===== config.mk =====
export PLATFORM = sky130hd
export DESIGN_NAME = fsk_mod
export DESIGN_NICKNAME = d
export VERILOG_FILES = /design/src/rtl/fsk_mod.sv
export SDC_FILE = /design/constraint.sdc
export NUM_CORES = 1
export LEC_CHECK = 0
export CAP_MARGIN = 10
export CORE_UTILIZATION = 45
export CTS_BUF_LIST = sky130_fd_sc_hd__clkbuf_16
export DETAILED_ROUTE_END_ITERATION = 10
export PLACE_DENSITY = 0.76
export SLEW_MARGIN = 20
export SYNTH_ARGS = -nofsm -noshare
export SYNTH_HDL_FRONTEND = slang
export SYNTH_SLANG_ARGS = --single-unit

===== constraint.sdc =====
create_clock -name clk -period 4.2 [get_ports clk]
set_input_delay 0.84 -clock clk [delete_from_list [all_inputs] [get_ports clk]]
set_output_delay 0.84 -clock clk [all_outputs]
set_load 0.005 [all_outputs]

===== src/rtl/fsk_mod.sv =====
// Continuous-phase binary FSK modulator: one 8-bit offset-binary sine sample per clock,
// SPB samples per accepted bit, phase carried across bit boundaries.
module fsk_mod #(
    parameter int PHASE_W = 16,
    parameter int INC0    = 1024,
    parameter int INC1    = 2048,
    parameter int SPB     = 64
) (
    input  logic       clk,
    input  logic       rst,
    input  logic       bit_in,
    input  logic       bit_valid,
    output logic       bit_ready,
    output logic [7:0] data_out,
    output logic       sample_valid,
    output logic       busy
);

    localparam int                 CNT_W  = $clog2(SPB + 1);
    localparam logic [PHASE_W-1:0] INC0_V = PHASE_W'(INC0);
    localparam logic [PHASE_W-1:0] INC1_V = PHASE_W'(INC1);
    localparam logic [CNT_W-1:0]   SPB_V  = CNT_W'(SPB);
    localparam logic [CNT_W-1:0]   ONE_V  = CNT_W'(1'b1);
    localparam logic [7:0]         MID    = 8'd128;

    typedef enum logic [0:0] {
        ST_IDLE = 1'b0,
        ST_SEND = 1'b1
    } state_t;

    state_t             state_r;
    state_t             state_s;
    logic [PHASE_W-1:0] acc_r;
    logic [PHASE_W-1:0] acc_s;
    logic [CNT_W-1:0]   cnt_r;
    logic [CNT_W-1:0]   cnt_s;
    logic               cur_r;
    logic               cur_s;
    logic [7:0]         data_s;
    logic               sv_s;
    logic               at_end_s;
    logic               accept_s;

    // round(127*sin(2*pi*k/256)) for the first quarter wave, k = 0..64
    function automatic logic [6:0] qtr(input logic [6:0] k);
        logic [6:0] q;
        case (k)
            7'd0:  q = 7'd0;
            7'd1:  q = 7'd3;
            7'd2:  q = 7'd6;
            7'd3:  q = 7'd9;
            7'd4:  q = 7'd12;
            7'd5:  q = 7'd16;
            7'd6:  q = 7'd19;
            7'd7:  q = 7'd22;
            7'd8:  q = 7'd25;
            7'd9:  q = 7'd28;
            7'd10: q = 7'd31;
            7'd11: q = 7'd34;
            7'd12: q = 7'd37;
            7'd13: q = 7'd40;
            7'd14: q = 7'd43;
            7'd15: q = 7'd46;
            7'd16: q = 7'd49;
            7'd17: q = 7'd51;
            7'd18: q = 7'd54;
            7'd19: q = 7'd57;
            7'd20: q = 7'd60;
            7'd21: q = 7'd63;
            7'd22: q = 7'd65;
            7'd23: q = 7'd68;
            7'd24: q = 7'd71;
            7'd25: q = 7'd73;
            7'd26: q = 7'd76;
            7'd27: q = 7'd78;
            7'd28: q = 7'd81;
            7'd29: q = 7'd83;
            7'd30: q = 7'd85;
            7'd31: q = 7'd88;
            7'd32: q = 7'd90;
            7'd33: q = 7'd92;
            7'd34: q = 7'd94;
            7'd35: q = 7'd96;
            7'd36: q = 7'd98;
            7'd37: q = 7'd100;
            7'd38: q = 7'd102;
            7'd39: q = 7'd104;
            7'd40: q = 7'd106;
            7'd41: q = 7'd107;
            7'd42: q = 7'd109;
            7'd43: q = 7'd111;
            7'd44: q = 7'd112;
            7'd45: q = 7'd113;
            7'd46: q = 7'd115;
            7'd47: q = 7'd116;
            7'd48: q = 7'd117;
            7'd49: q = 7'd118;
            7'd50: q = 7'd120;
            7'd51: q = 7'd121;
            7'd52: q = 7'd122;
            7'd53: q = 7'd122;
            7'd54: q = 7'd123;
            7'd55: q = 7'd124;
            7'd56: q = 7'd125;
            7'd57: q = 7'd125;
            7'd58: q = 7'd126;
            7'd59: q = 7'd126;
            7'd60: q = 7'd126;
            7'd61: q = 7'd127;
            7'd62: q = 7'd127;
            7'd63: q = 7'd127;
            7'd64: q = 7'd127;
            default: q = 7'd0;
        endcase
        return q;
    endfunction

    // Full-wave sample from the quarter table: mirror in quadrants 1/3, negate in 2/3
    function automatic logic [7:0] sin_lut(input logic [7:0] p);
        logic [6:0] k;
        logic [6:0] m;
        case (p[7:6])
            2'd0:    k = {1'b0, p[5:0]};
            2'd1:    k = 7'd64 - {1'b0, p[5:0]};
            2'd2:    k = {1'b0, p[5:0]};
            2'd3:    k = 7'd64 - {1'b0, p[5:0]};
            default: k = 7'd0;
        endcase
        m = qtr(k);
        if (p[7]) begin
            return MID - {1'b0, m};
        end else begin
            return MID + {1'b0, m};
        end
    endfunction

    function automatic logic [PHASE_W-1:0] inc_of(input logic b);
        if (b) begin
            return INC1_V;
        end else begin
            return INC0_V;
        end
    endfunction

    assign at_end_s = (cnt_r == SPB_V);
    assign accept_s = bit_valid & bit_ready;

    // State register
    always_ff @(posedge clk or posedge rst) begin
        if (rst) begin
            state_r <= ST_IDLE;
        end else begin
            state_r <= state_s;
        end
    end

    // Next-state logic: leave SEND only at the end of a bit with no follow-on bit offered
    always_comb begin
        state_s = state_r;
        case (state_r)
            ST_IDLE: begin
                if (bit_valid) begin
                    state_s = ST_SEND;
                end else begin
                    state_s = ST_IDLE;
                end
            end
            ST_SEND: begin
                if (at_end_s && !bit_valid) begin
                    state_s = ST_IDLE;
                end else begin
                    state_s = ST_SEND;
                end
            end
            default: state_s = ST_IDLE;
        endcase
    end

    // Handshake/status outputs, decoded from registered state only
    always_comb begin
        bit_ready = 1'b1;
        busy      = 1'b0;
        case (state_r)
            ST_IDLE: begin
                bit_ready = 1'b1;
                busy      = 1'b0;
            end
            ST_SEND: begin
                bit_ready = at_end_s;
                busy      = 1'b1;
            end
            default: begin
                bit_ready = 1'b1;
                busy      = 1'b0;
            end
        endcase
    end

    // Datapath next values; the sample emitted uses the phase before this cycle's increment
    always_comb begin
        acc_s  = acc_r;
        cnt_s  = cnt_r;
        cur_s  = cur_r;
        data_s = data_out;
        sv_s   = sample_valid;
        if (accept_s) begin
            cur_s  = bit_in;
            data_s = sin_lut(acc_r[PHASE_W-1 -: 8]);
            acc_s  = acc_r + inc_of(bit_in);
            cnt_s  = ONE_V;
            sv_s   = 1'b1;
        end else if ((state_r == ST_SEND) && !at_end_s) begin
            data_s = sin_lut(acc_r[PHASE_W-1 -: 8]);
            acc_s  = acc_r + inc_of(cur_r);
            cnt_s  = cnt_r + ONE_V;
            sv_s   = 1'b1;
        end else if (state_r == ST_SEND) begin
            acc_s  = {PHASE_W{1'b0}};
            cnt_s  = {CNT_W{1'b0}};
            data_s = MID;
            sv_s   = 1'b0;
        end else begin
            data_s = MID;
            sv_s   = 1'b0;
        end
    end

    // Datapath registers
    always_ff @(posedge clk or posedge rst) begin
        if (rst) begin
            acc_r        <= {PHASE_W{1'b0}};
            cnt_r        <= {CNT_W{1'b0}};
            cur_r        <= 1'b0;
            data_out     <= MID;
            sample_valid <= 1'b0;
        end else begin
            acc_r        <= acc_s;
            cnt_r        <= cnt_s;
            cur_r        <= cur_s;
            data_out     <= data_s;
            sample_valid <= sv_s;
        end
    end

endmodule


==> results.py, run 1 <==
metrics = {
    "status": {
        "run_status": "complete, no violations",
    },
    "drt": {
        "drt-total-wl_microns": 3980,
        "antenna_violating_nets_post_route": 0,
        "vias_per_cell": 5.92,
        "drt-pass1-iter-count": 4,
        "route.detailed.drc": 0,
        "dr_total_vias": 1574,
        "drt-initial-drc-count": 204,
        "wl_per_cell_microns": 15.0,
    },
    "timing": {
        "tmin_final_ps": 3260,
        "timing.fmax_mhz": 307,
        "fin_crit_sh": 0.775,
        "rsz_0062_raised_after_global_routing": "false",
        "finalMaxSlewViolations": 0,
        "setup_tns_ps": 0,
        "maxSlewHeadroom": 0.392,
        "whs_ps": 555,
        "setup-violations-final": 0,
        "tightest_slew_ps": 886,
        "skew_ps": 6.70,
        "finalHoldViolCount": 0,
    },
    "synth": {
        "synth.distinct_cells": 51,
        "synth_top_flop_cell": "dfrtp_1",
        "netlist_area_sq_um": 1800,
        "mappedNetlistNets": 225,
        "synthesis.yosys.warnings": 0,
        "share_of_synthesized_area_occupied_by_flip_flops_and_latches": 0.335,
        "synth_edf_count": 0,
        "ys_async_rst_share": 1.00,
        "ys_seq_elements": 24,
        "synth_area_per_cell_sq_um": 8.56,
        "number_of_cells_produced_by_synthesis": 210,
    },
    "floorplan": {
        "placementRows": 22,
        "boundaryPins": 15,
        "die-width_microns": 65.2,
        "dieArea_sq_um": 4250,
        "core_region_area_sq_um": 3740,
        "floorplan.initialDensity": 0.480,
        "die_height_microns": 65.2,
    },
    "clocking": {
        "cts_root_buf": "clkbuf_16",
        "register_clock_pin_slew_on_the_reported_worst_setup_and_hold_paths_ps": 60,
        "cts_tree": "done",
        "buffers_inserted_during_post_cts_setup_optimization": 0,
        "clock_insertion_delay_at_the_later_pin_of_the_skew_report_ps": 260,
        "cts_buffer_depth": 2,
        "post_cts_hold_buffer_count": 0,
        "clock_tree.htree_level_count": 1,
        "cts_num_sinks": 24,
        "clock_buffers_created_by_tritoncts": 3,
        "ctsResizeCount": 0,
    },
    "critical_path": {
        "worstSetupEndpointType": "flip-flop",
        "start_kind": "flip-flop",
        "worst-endpoint-arrival_ps": 3430,
        "criticalPathCategory": "flip-flop to flip-flop",
        "crit_path_max_fanout": 13,
        "critPathRequiredTime_ps": 4380,
    },
    "layout": {
        "flow.area_growth_from_synthesis_pct": 14.0,
        "final_util": 0.547,
        "layout.filler_cells": 364,
        "post_route_cells_drive_above_1_share": 0.0688,
        "num-nets-final": 234,
        "antenna_cells_inserted": 0,
    },
    "power": {
        "peakVddDrop_v": 0.000588,
        "share_comb_of_total_power": 0.613,
        "switching_power_w": 0.000910,
        "internal-power_w": 0.00105,
        "pnr_total_power_w": 0.00196,
        "switching_share": 0.465,
        "p_clk_frac": 0.138,
        "leakagePower_nw": 0.870,
        "seq_power_share": 0.249,
        "powerDensity_nw_per_um2": 955,
    },
    "global_route": {
        "grt_pass1_vias": 1418,
        "groute.usage.overall": 0.201,
        "first_pass_grt_wire_length_microns": 6620,
        "grt_antenna_before_repair": 0,
        "maximum_number_of_pins_on_one_net_before_global_route_repair": 25,
        "gr-total-overflow": 0,
    },
    "run": {
        "cap_viol_max_count": 0,
    },
    "placed_design": {
        "place_congestion": 0.932,
        "place.port_buffers": 14,
        "dpl.hpwl_microns": 2760,
    },
    "hold_path": {
        "hp-class": "flip-flop to flip-flop",
    },
}
==> area by class of cell <==
cell class	instances	area (sq um)	share of cell area
Clock buffer	3	75.1	0.0366
Sequential cell	24	602	0.294
Tap cell	48	60.1	0.0293
Timing Repair Buffer	15	148	0.0720
Clock inverter	1	30.0	0.0147
Inverter	15	56.3	0.0275
Multi-Input combinational cell	160	1080	0.526
==> cell usage after synthesis (3+ instances only) <==
library cell	count	area (sq um)
xor2_1	3	26.3
or3_1	5	31.3
a21oi_1	14	70.1
inv_1	15	56.3
buf_2	4	20.0
dfrtp_1	23	576
ha_1	9	113
clkbuf_1	4	15.0
mux2i_1	5	50.1
o211ai_1	4	30.0
nand2b_1	4	25.0
nor2_1	16	60.1
nand2_1	20	75.1
a31oi_1	3	18.8
o21ai_0	25	125
nand3_1	10	50.1
o31ai_1	3	22.5
nand4_1	5	31.3
==> registers in the layout, indices dropped and copies added (netlist names) <==
signal,flops
state_r,1
cnt_r,7
acc_r,6
sample_valid,1
cur_r,1
data_out,8
==> per-stage QoR <==
step | setup WS (ps) | instances | instance area, sq um
floorplan | 1440 | 210 | 1800
global placement | 1120 | 262 | 1940
detailed placement | 1030 | 262 | 1940
CTS | 1000 | 266 | 2050
global route | 619 | 266 | 2050
finish | 945 | 266 | 2050
==> power by group through the flow <==
stage / logic, W / registers [W] / clock network, W
detailed placement: 0.00116 / 0.000489 / 0
global route: 0.00134 / 0.000500 / 0.000286
CTS: 0.00118 / 0.000487 / 0.000276
floorplan: 0.000962 / 0.000433 / 0
global placement: 0.00114 / 0.000482 / 0
finish: 0.00120 / 0.000487 / 0.000271
==> metal layers <==
metal / routed length (microns) / vias to the layer above / GRT usage / share of wire
met2: 1750 / 62 / 0.303 / 0.44
met1: 1890 / 727 / 0.289 / 0.47
met5: 0 / - / 0 / 0
li1: - / 777 / - / -
met4: 89 / 0 / 0.0761 / 0.022
met3: 256 / 8 / 0.0313 / 0.064
==> logic make-up (layout without fill, tap and decap cells) <==
family | after synthesis | count (layout) | synth area share
simple gates | 70 | 70 | 0.196
compound gates | 66 | 66 | 0.242
buf+inv | 26 | 34 | 0.0654
flops | 24 | 24 | 0.335
fa+ha+maj | 11 | 11 | 0.0849
xor+xnor | 7 | 7 | 0.0425
mux | 6 | 6 | 0.0341
==> path summary, 6_finish.rpt <==
kind	cells past startpoint	from	endpoint	slack (ps)
setup / recovery	10	acc_r[11]$_DFFE_PP0P_	data_out[4]$_DFF_PP0_	940
hold / removal	1	cnt_r[2]$_DFFE_PP0P_	cnt_r[2]$_DFFE_PP0P_	560
setup reg to reg	10	acc_r[11]$_DFFE_PP0P_	data_out[4]$_DFF_PP0_	940
hold reg to reg	1	cnt_r[2]$_DFFE_PP0P_	cnt_r[2]$_DFFE_PP0P_	560
max in group asynchronous	2	rst	data_out[2]$_DFF_PP0_	2570
min in group asynchronous	2	rst	cur_r$_DFFE_PP0P_	1070
==> cell usage in the layout, fill, tap and decap left out, types with 3 or more instances in the layout <==
master and instances:
xor2_1 3, o21ai_0 25, clkdlybuf4s50_1 14, o31ai_1 3
a21oi_1 14, nand2b_1 4, nor2_1 16, dfrtp_1 23
nand2_1 20, mux2i_1 5, ha_1 9, or3_1 5
o211ai_1 4, a31oi_1 3, nand3_1 10, nand4_1 5
clkbuf_16 3, inv_1 15
==> critical path, stage by stage (launching register included) <==
cell and delay (ps):
dfrtp_1 550, inv_1 160, ha_1 320, mux2i_1 710, nand4_1 290, a21oi_1 200
a31oi_1 70, ha_1 270, o21a_1 130, a311oi_2 260, mux2i_1 210
Note: power is estimated with default switching activity, not from simulation.
==> inputs of run 2 (changes only) <==
- clock period: 4.2 -> 3.11 ns (I/O delays scaled with it)
==> run 2 against run 1 <==
  * Clock power increased by 38%
  * Maximum frequency grew 15%
  * Worst hold slack gained 9.1 ps
  * Combinational power increased by 47%
  * Clock skew fell by 2.6 ps
  * Register-to-register slack worse by 680 ps
  * Largest cell class unchanged
==> results.py, run 2 (same netlist as run 1, synthesis figures left out) <==
metrics = {
    "status": {
        "run_status": "complete, no violations",
    },
    "placed_design": {
        "place_congestion": 0.889,
        "dpl.hpwl_microns": 2890,
        "place_area_sq_um": 2000,
        "place.port_buffers": 14,
    },
    "clocking": {
        "cts_root_buf": "clkbuf_16",
        "cts_num_sinks": 24,
        "clock_buffers_created_by_tritoncts": 3,
        "post_cts_hold_buffer_count": 0,
        "register_clock_pin_slew_on_the_reported_worst_setup_and_hold_paths_ps": 70,
        "cts_buffer_depth": 2,
        "buffers_inserted_during_post_cts_setup_optimization": 0,
        "clock_insertion_delay_at_the_later_pin_of_the_skew_report_ps": 260,
        "cts_tree": "done",
        "clock_tree.htree_level_count": 1,
    },
    "run": {
        "cap_viol_max_count": 0,
    },
    "floorplan": {
        "boundaryPins": 15,
        "die_height_microns": 65.2,
        "core_region_area_sq_um": 3740,
        "dieArea_sq_um": 4250,
        "die-width_microns": 65.2,
        "floorplan.initialDensity": 0.480,
        "placementRows": 22,
    },
    "power": {
        "internal-power_w": 0.00150,
        "p_clk_frac": 0.136,
        "pnr_total_power_w": 0.00275,
        "seq_power_share": 0.226,
        "leakagePower_nw": 0.912,
        "switching_share": 0.456,
        "powerDensity_nw_per_um2": 1290,
        "peakVddDrop_v": 0.000601,
        "switching_power_w": 0.00125,
        "share_comb_of_total_power": 0.638,
    },
    "timing": {
        "fin_crit_sh": 0.913,
        "skew_ps": 4.10,
        "timing.fmax_mhz": 352,
        "maxSlewHeadroom": 0.412,
        "tightest_slew_ps": 881,
        "finalHoldViolCount": 0,
        "rsz_0062_raised_after_global_routing": "false",
        "tmin_final_ps": 2840,
        "setup-violations-final": 0,
        "finalMaxSlewViolations": 0,
        "setup_tns_ps": 0,
    },
    "hold_path": {
        "timing.hold.worst_endpoint": "cur_r$_DFFE_PP0P_",
        "holdPathStages": 2,
        "hp-class": "flip-flop to flip-flop",
        "holdCritStartpoint": "cur_r$_DFFE_PP0P_",
    },
    "layout": {
        "antenna_cells_inserted": 0,
        "num-nets-final": 241,
        "regMostFlops": "data_out",
        "number_of_flip_flops_under_the_largest_register_name": 8,
        "flow.area_growth_from_synthesis_pct": 18.6,
        "finalInstanceArea_sq_um": 2130,
        "reg_top3": "data_out x8, cnt_r x7, acc_r x6",
        "leading_cell_type_in_the_layout_fill_and_taps_excluded": "o21ai_0",
        "post_route_cells_drive_above_1_share": 0.111,
        "most-common-layout-cells": "25 x o21ai_0, 23 x dfrtp_1, 20 x nand2_1",
        "final_util": 0.570,
    },
    "critical_path": {
        "start_kind": "flip-flop",
        "critPathMaxStageDelay_ps": 560,
        "criticalPathCategory": "flip-flop to flip-flop",
        "critPathRequiredTime_ps": 3290,
        "r2r_slack_ps": 270,
        "rr_worst_depth": 9,
        "worst_r2r_start": "acc_r[12]$_DFFE_PP0P_",
        "crit_path_max_fanout": 13,
        "critical_path.reg2reg.endpoint": "data_out[4]$_DFF_PP0_",
        "cp_cell_sequence": "o31ai_4 > xor2_4 > nand4_1 > a21oi_1 > a31oi_1 > ha_1 > o21a_1 > a311oi_2 > mux2i_1",
        "worst-endpoint-arrival_ps": 3020,
        "worstSetupEndpointType": "flip-flop",
        "critical_path_s_slowest_cell": "dfrtp_1",
    },
    "drt": {
        "dr_total_vias": 1622,
        "route.detailed.drc": 0,
        "drt-total-wl_microns": 3950,
        "vias_per_cell": 5.94,
        "antenna_violating_nets_post_route": 0,
        "drt-pass1-iter-count": 5,
        "drt-initial-drc-count": 151,
        "wl_per_cell_microns": 14.5,
    },
    "global_route": {
        "gr-total-overflow": 0,
        "maximum_number_of_pins_on_one_net_before_global_route_repair": 25,
        "first_pass_grt_wire_length_microns": 6900,
        "groute.usage.overall": 0.207,
        "grt_antenna_before_repair": 0,
        "grt_pass1_vias": 1470,
    },
}
## run 2: cell types whose count changed in the layout (fill, tap and decap cells not counted), sizes merged
cell / delta
buf: +7
## run 2: power groups by stage
| stage | Combinational, W | Sequential (W) | Clock [W] |
|---|---|---|---|
| after floorplan | 0.00130 | 0.000584 | 0 |
| after global placement | 0.00164 | 0.000610 | 0 |
| after detailed placement | 0.00168 | 0.000617 | 0 |
| after CTS | 0.00169 | 0.000611 | 0.000373 |
| after global routing | 0.00198 | 0.000644 | 0.000385 |
| final | 0.00176 | 0.000620 | 0.000374 |
## run 2: routing by layer
metal,global-route usage,part of all wire,vias up
met3,0.0174,0.056,10
met4,0.0707,0.022,0
met2,0.336,0.46,62
met5,0,0,-
met1,0.287,0.47,758
li1,-,-,792
## run 2: how the worst max path moves through the flow
| stage | endpoint | startpoint | slack [ps] |
|---|---|---|---|
| 2_1_floorplan | data_out[4]$_DFF_PP0_ | acc_r[11]$_DFFE_PP0P_ | 350 |
| 3_3_place_gp | data_out[4]$_DFF_PP0_ | acc_r[12]$_DFFE_PP0P_ | 300 |
| 3_5_place_dp | data_out[4]$_DFF_PP0_ | acc_r[12]$_DFFE_PP0P_ | 220 |
| 4_1_cts | data_out[4]$_DFF_PP0_ | acc_r[12]$_DFFE_PP0P_ | 190 |
| 5_1_grt | data_out[4]$_DFF_PP0_ | acc_r[12]$_DFFE_PP0P_ | 7 |
| 6_report | data_out[4]$_DFF_PP0_ | acc_r[12]$_DFFE_PP0P_ | 270 |
## run 2: critical path, delay by kind of cell, from the launching register on
family	cells	cell delay, ps
simple gates	1	270
mux	1	220
compound gates	5	1110
xor+xnor	1	330
fa+ha+maj	1	260
flops	1	560
## run 2: cell type report
cell class,count,area (sq um)
clock inverters,1,30.0
well taps,48,60.1
clock buffers,3,75.1
fillers,346,1610
repair buffers,22,200
multi-input cells,160,1110
inverters,15,56.3
flip-flops and latches,24,602
## run 2: per-stage QoR
| stage | instances | setup slack, ps | hold slack, ps |
|---|---|---|---|
| floorplan | 210 | 351 | 493 |
| global placement | 269 | 297 | 543 |
| detailed placement | 269 | 217 | 553 |
| CTS | 273 | 194 | 560 |
| global route | 273 | 6.84 | 590 |
| finish | 273 | 270 | 564 |
## run 2: timing repair
item,4_1_cts,5_1_grt
endpoints found under the setup margin,0,1
endpoints found under the hold margin,0,0
resized for setup,0,4
==> inputs of run 3 (changes only) <==
- CORE_UTILIZATION: 45 -> 43
- PLACE_DENSITY: 0.76 -> 0.74
==> run 3 against run 2 <==
  * Wire length decreased by 2.6%
  * Setup slack worse by 30 ps
  * Clock power down 24%
  * Die area grew 4.5%
  * Sequential power decreased by 3%
  * Sequential share of layout area up 0.42 points
  * Non-clock buffer count is 1 higher
  * Critical path type unchanged
  * Largest cell class unchanged
==> results.py, run 3 (same netlist as run 1, synthesis figures left out) <==
metrics = {
    "status": {
        "run_status": "complete, no violations",
    },
    "timing": {
        "tightest_slew_ps": 903,
        "fin_crit_sh": 0.923,
        "rsz_0062_raised_after_global_routing": "false",
        "maxSlewHeadroom": 0.397,
        "finalHoldViolCount": 0,
        "timing.fmax_mhz": 348,
        "skew_ps": 2.25,
        "setup-violations-final": 0,
        "finalMaxSlewViolations": 0,
        "tmin_final_ps": 2870,
        "setup_tns_ps": 0,
        "whs_ps": 561,
    },
    "layout": {
        "num-nets-final": 242,
        "leading_cell_type_in_the_layout_fill_and_taps_excluded": "o21ai_0",
        "reg_top3": "data_out x8, cnt_r x7, acc_r x6",
        "number_of_flip_flops_under_the_largest_register_name": 8,
        "most-common-layout-cells": "25 x o21ai_0, 23 x dfrtp_1, 20 x nand2_1",
        "flow.area_growth_from_synthesis_pct": 16.8,
        "antenna_cells_inserted": 0,
        "finalInstanceArea_sq_um": 2100,
        "regMostFlops": "data_out",
        "post_route_cells_drive_above_1_share": 0.106,
    },
    "placed_design": {
        "place.port_buffers": 14,
        "dpl.hpwl_microns": 2810,
        "place_area_sq_um": 2010,
        "place_congestion": 0.927,
    },
    "drt": {
        "wirelength_met1_microns": 1860,
        "route.met3.wl_microns": 217,
        "met2_wirelength_microns": 1740,
        "route.detailed.drc": 0,
        "drt-total-wl_microns": 3850,
        "vias_per_cell": 5.74,
        "top_layer_used": "met4",
        "antenna_violating_nets_post_route": 0,
        "dr_total_vias": 1584,
        "drt-pass1-iter-count": 4,
        "wl_per_cell_microns": 13.9,
        "drt-initial-drc-count": 146,
    },
    "global_route": {
        "grt_pass1_vias": 1376,
        "maximum_number_of_pins_on_one_net_before_global_route_repair": 25,
        "groute.usage.overall": 0.191,
        "gr-total-overflow": 0,
        "grt_antenna_before_repair": 0,
        "first_pass_grt_wire_length_microns": 6420,
    },
    "critical_path": {
        "worstSetupEndpointType": "flip-flop",
        "critPathRequiredTime_ps": 3280,
        "criticalPathCategory": "flip-flop to flip-flop",
        "crit_path_max_fanout": 9,
        "worst-endpoint-arrival_ps": 3040,
        "start_kind": "flip-flop",
    },
    "clocking": {
        "clock_tree.htree_level_count": 1,
        "register_clock_pin_slew_on_the_reported_worst_setup_and_hold_paths_ps": 60,
        "clock_insertion_delay_at_the_later_pin_of_the_skew_report_ps": 260,
        "buffers_inserted_during_post_cts_setup_optimization": 0,
        "cts_tree": "done",
        "cts_root_buf": "clkbuf_16",
        "cts_num_sinks": 24,
        "cts_buffer_depth": 2,
        "clock_buffers_created_by_tritoncts": 3,
    },
    "floorplan": {
        "core_region_area_sq_um": 4000,
        "floorplan.initialDensity": 0.449,
        "die-width_microns": 66.7,
        "dieArea_sq_um": 4440,
        "placementRows": 23,
        "boundaryPins": 15,
        "die_height_microns": 66.7,
    },
    "power": {
        "pnr_total_power_w": 0.00264,
        "peakVddDrop_v": 0.000521,
        "leakagePower_nw": 0.902,
        "powerDensity_nw_per_um2": 1250,
    },
    "hold_path": {
        "hp-class": "flip-flop to flip-flop",
    },
    "run": {
        "cap_viol_max_count": 0,
    },
}
-- run 3: layout make-up --
class	count	area [sq um]
tap	50	62.6
fill	370	1900
timing repair buffer	23	208
clock inverter	1	3.75
clock buffer	3	75.1
multi-input combinational	160	1090
sequential	24	602
inverter	15	56.3
-- run 3: stage by stage --
stage,worst slack (ps),std cells,utilization
2_1_floorplan,351,210,-
3_3_place_gp,393,272,0.502
3_5_place_dp,244,272,0.502
4_1_cts,214,276,0.521
5_1_grt,34.5,276,0.525
6_report,240,276,0.525
-- run 3: what timing repair did --
action,in CTS,in global routing
hold buffers,0,0
setup endpoints to repair,0,1
gates resized for setup,0,2
-- run 3: power breakdown --
group          leakage [nW]  switching [W]  internal [W]  total (W)
registers             0.279       0.000131      0.000470   0.000601
logic                 0.585       0.000996      0.000754    0.00175
clock network        0.0385       0.000112      0.000172   0.000284
-- run 3: final timing paths --
check,start,endpoint,slack [ps],cells after the start
hold / removal,cur_r$_DFFE_PP0P_,cur_r$_DFFE_PP0P_,560,2
setup / recovery,acc_r[10]$_DFFE_PP0P_,data_out[4]$_DFF_PP0_,240,11
max in group asynchronous,rst,data_out[1]$_DFF_PP0_,1700,2
min in group asynchronous,rst,cnt_r[5]$_DFFE_PP0P_,860,2
hold reg to reg,cur_r$_DFFE_PP0P_,cur_r$_DFFE_PP0P_,560,2
setup reg to reg,acc_r[10]$_DFFE_PP0P_,data_out[4]$_DFF_PP0_,240,11
-- run 3: routing by layer --
metal,vias up,GRT usage
met5,-,0
met4,0,0.0479
met3,5,0.0257
met2,61,0.301
met1,728,0.272
li1,790,-
-- run 3: worst max-delay path, stage by stage (launching register included) --
cell and delay (ps):
dfrtp_1 370, inv_1 150, ha_1 200, nand2b_1 270
xor2_2 390, nor2_1 80, o32ai_1 300, a21oi_1 140
ha_1 260, o21a_1 130, a311oi_2 260, mux2i_1 230
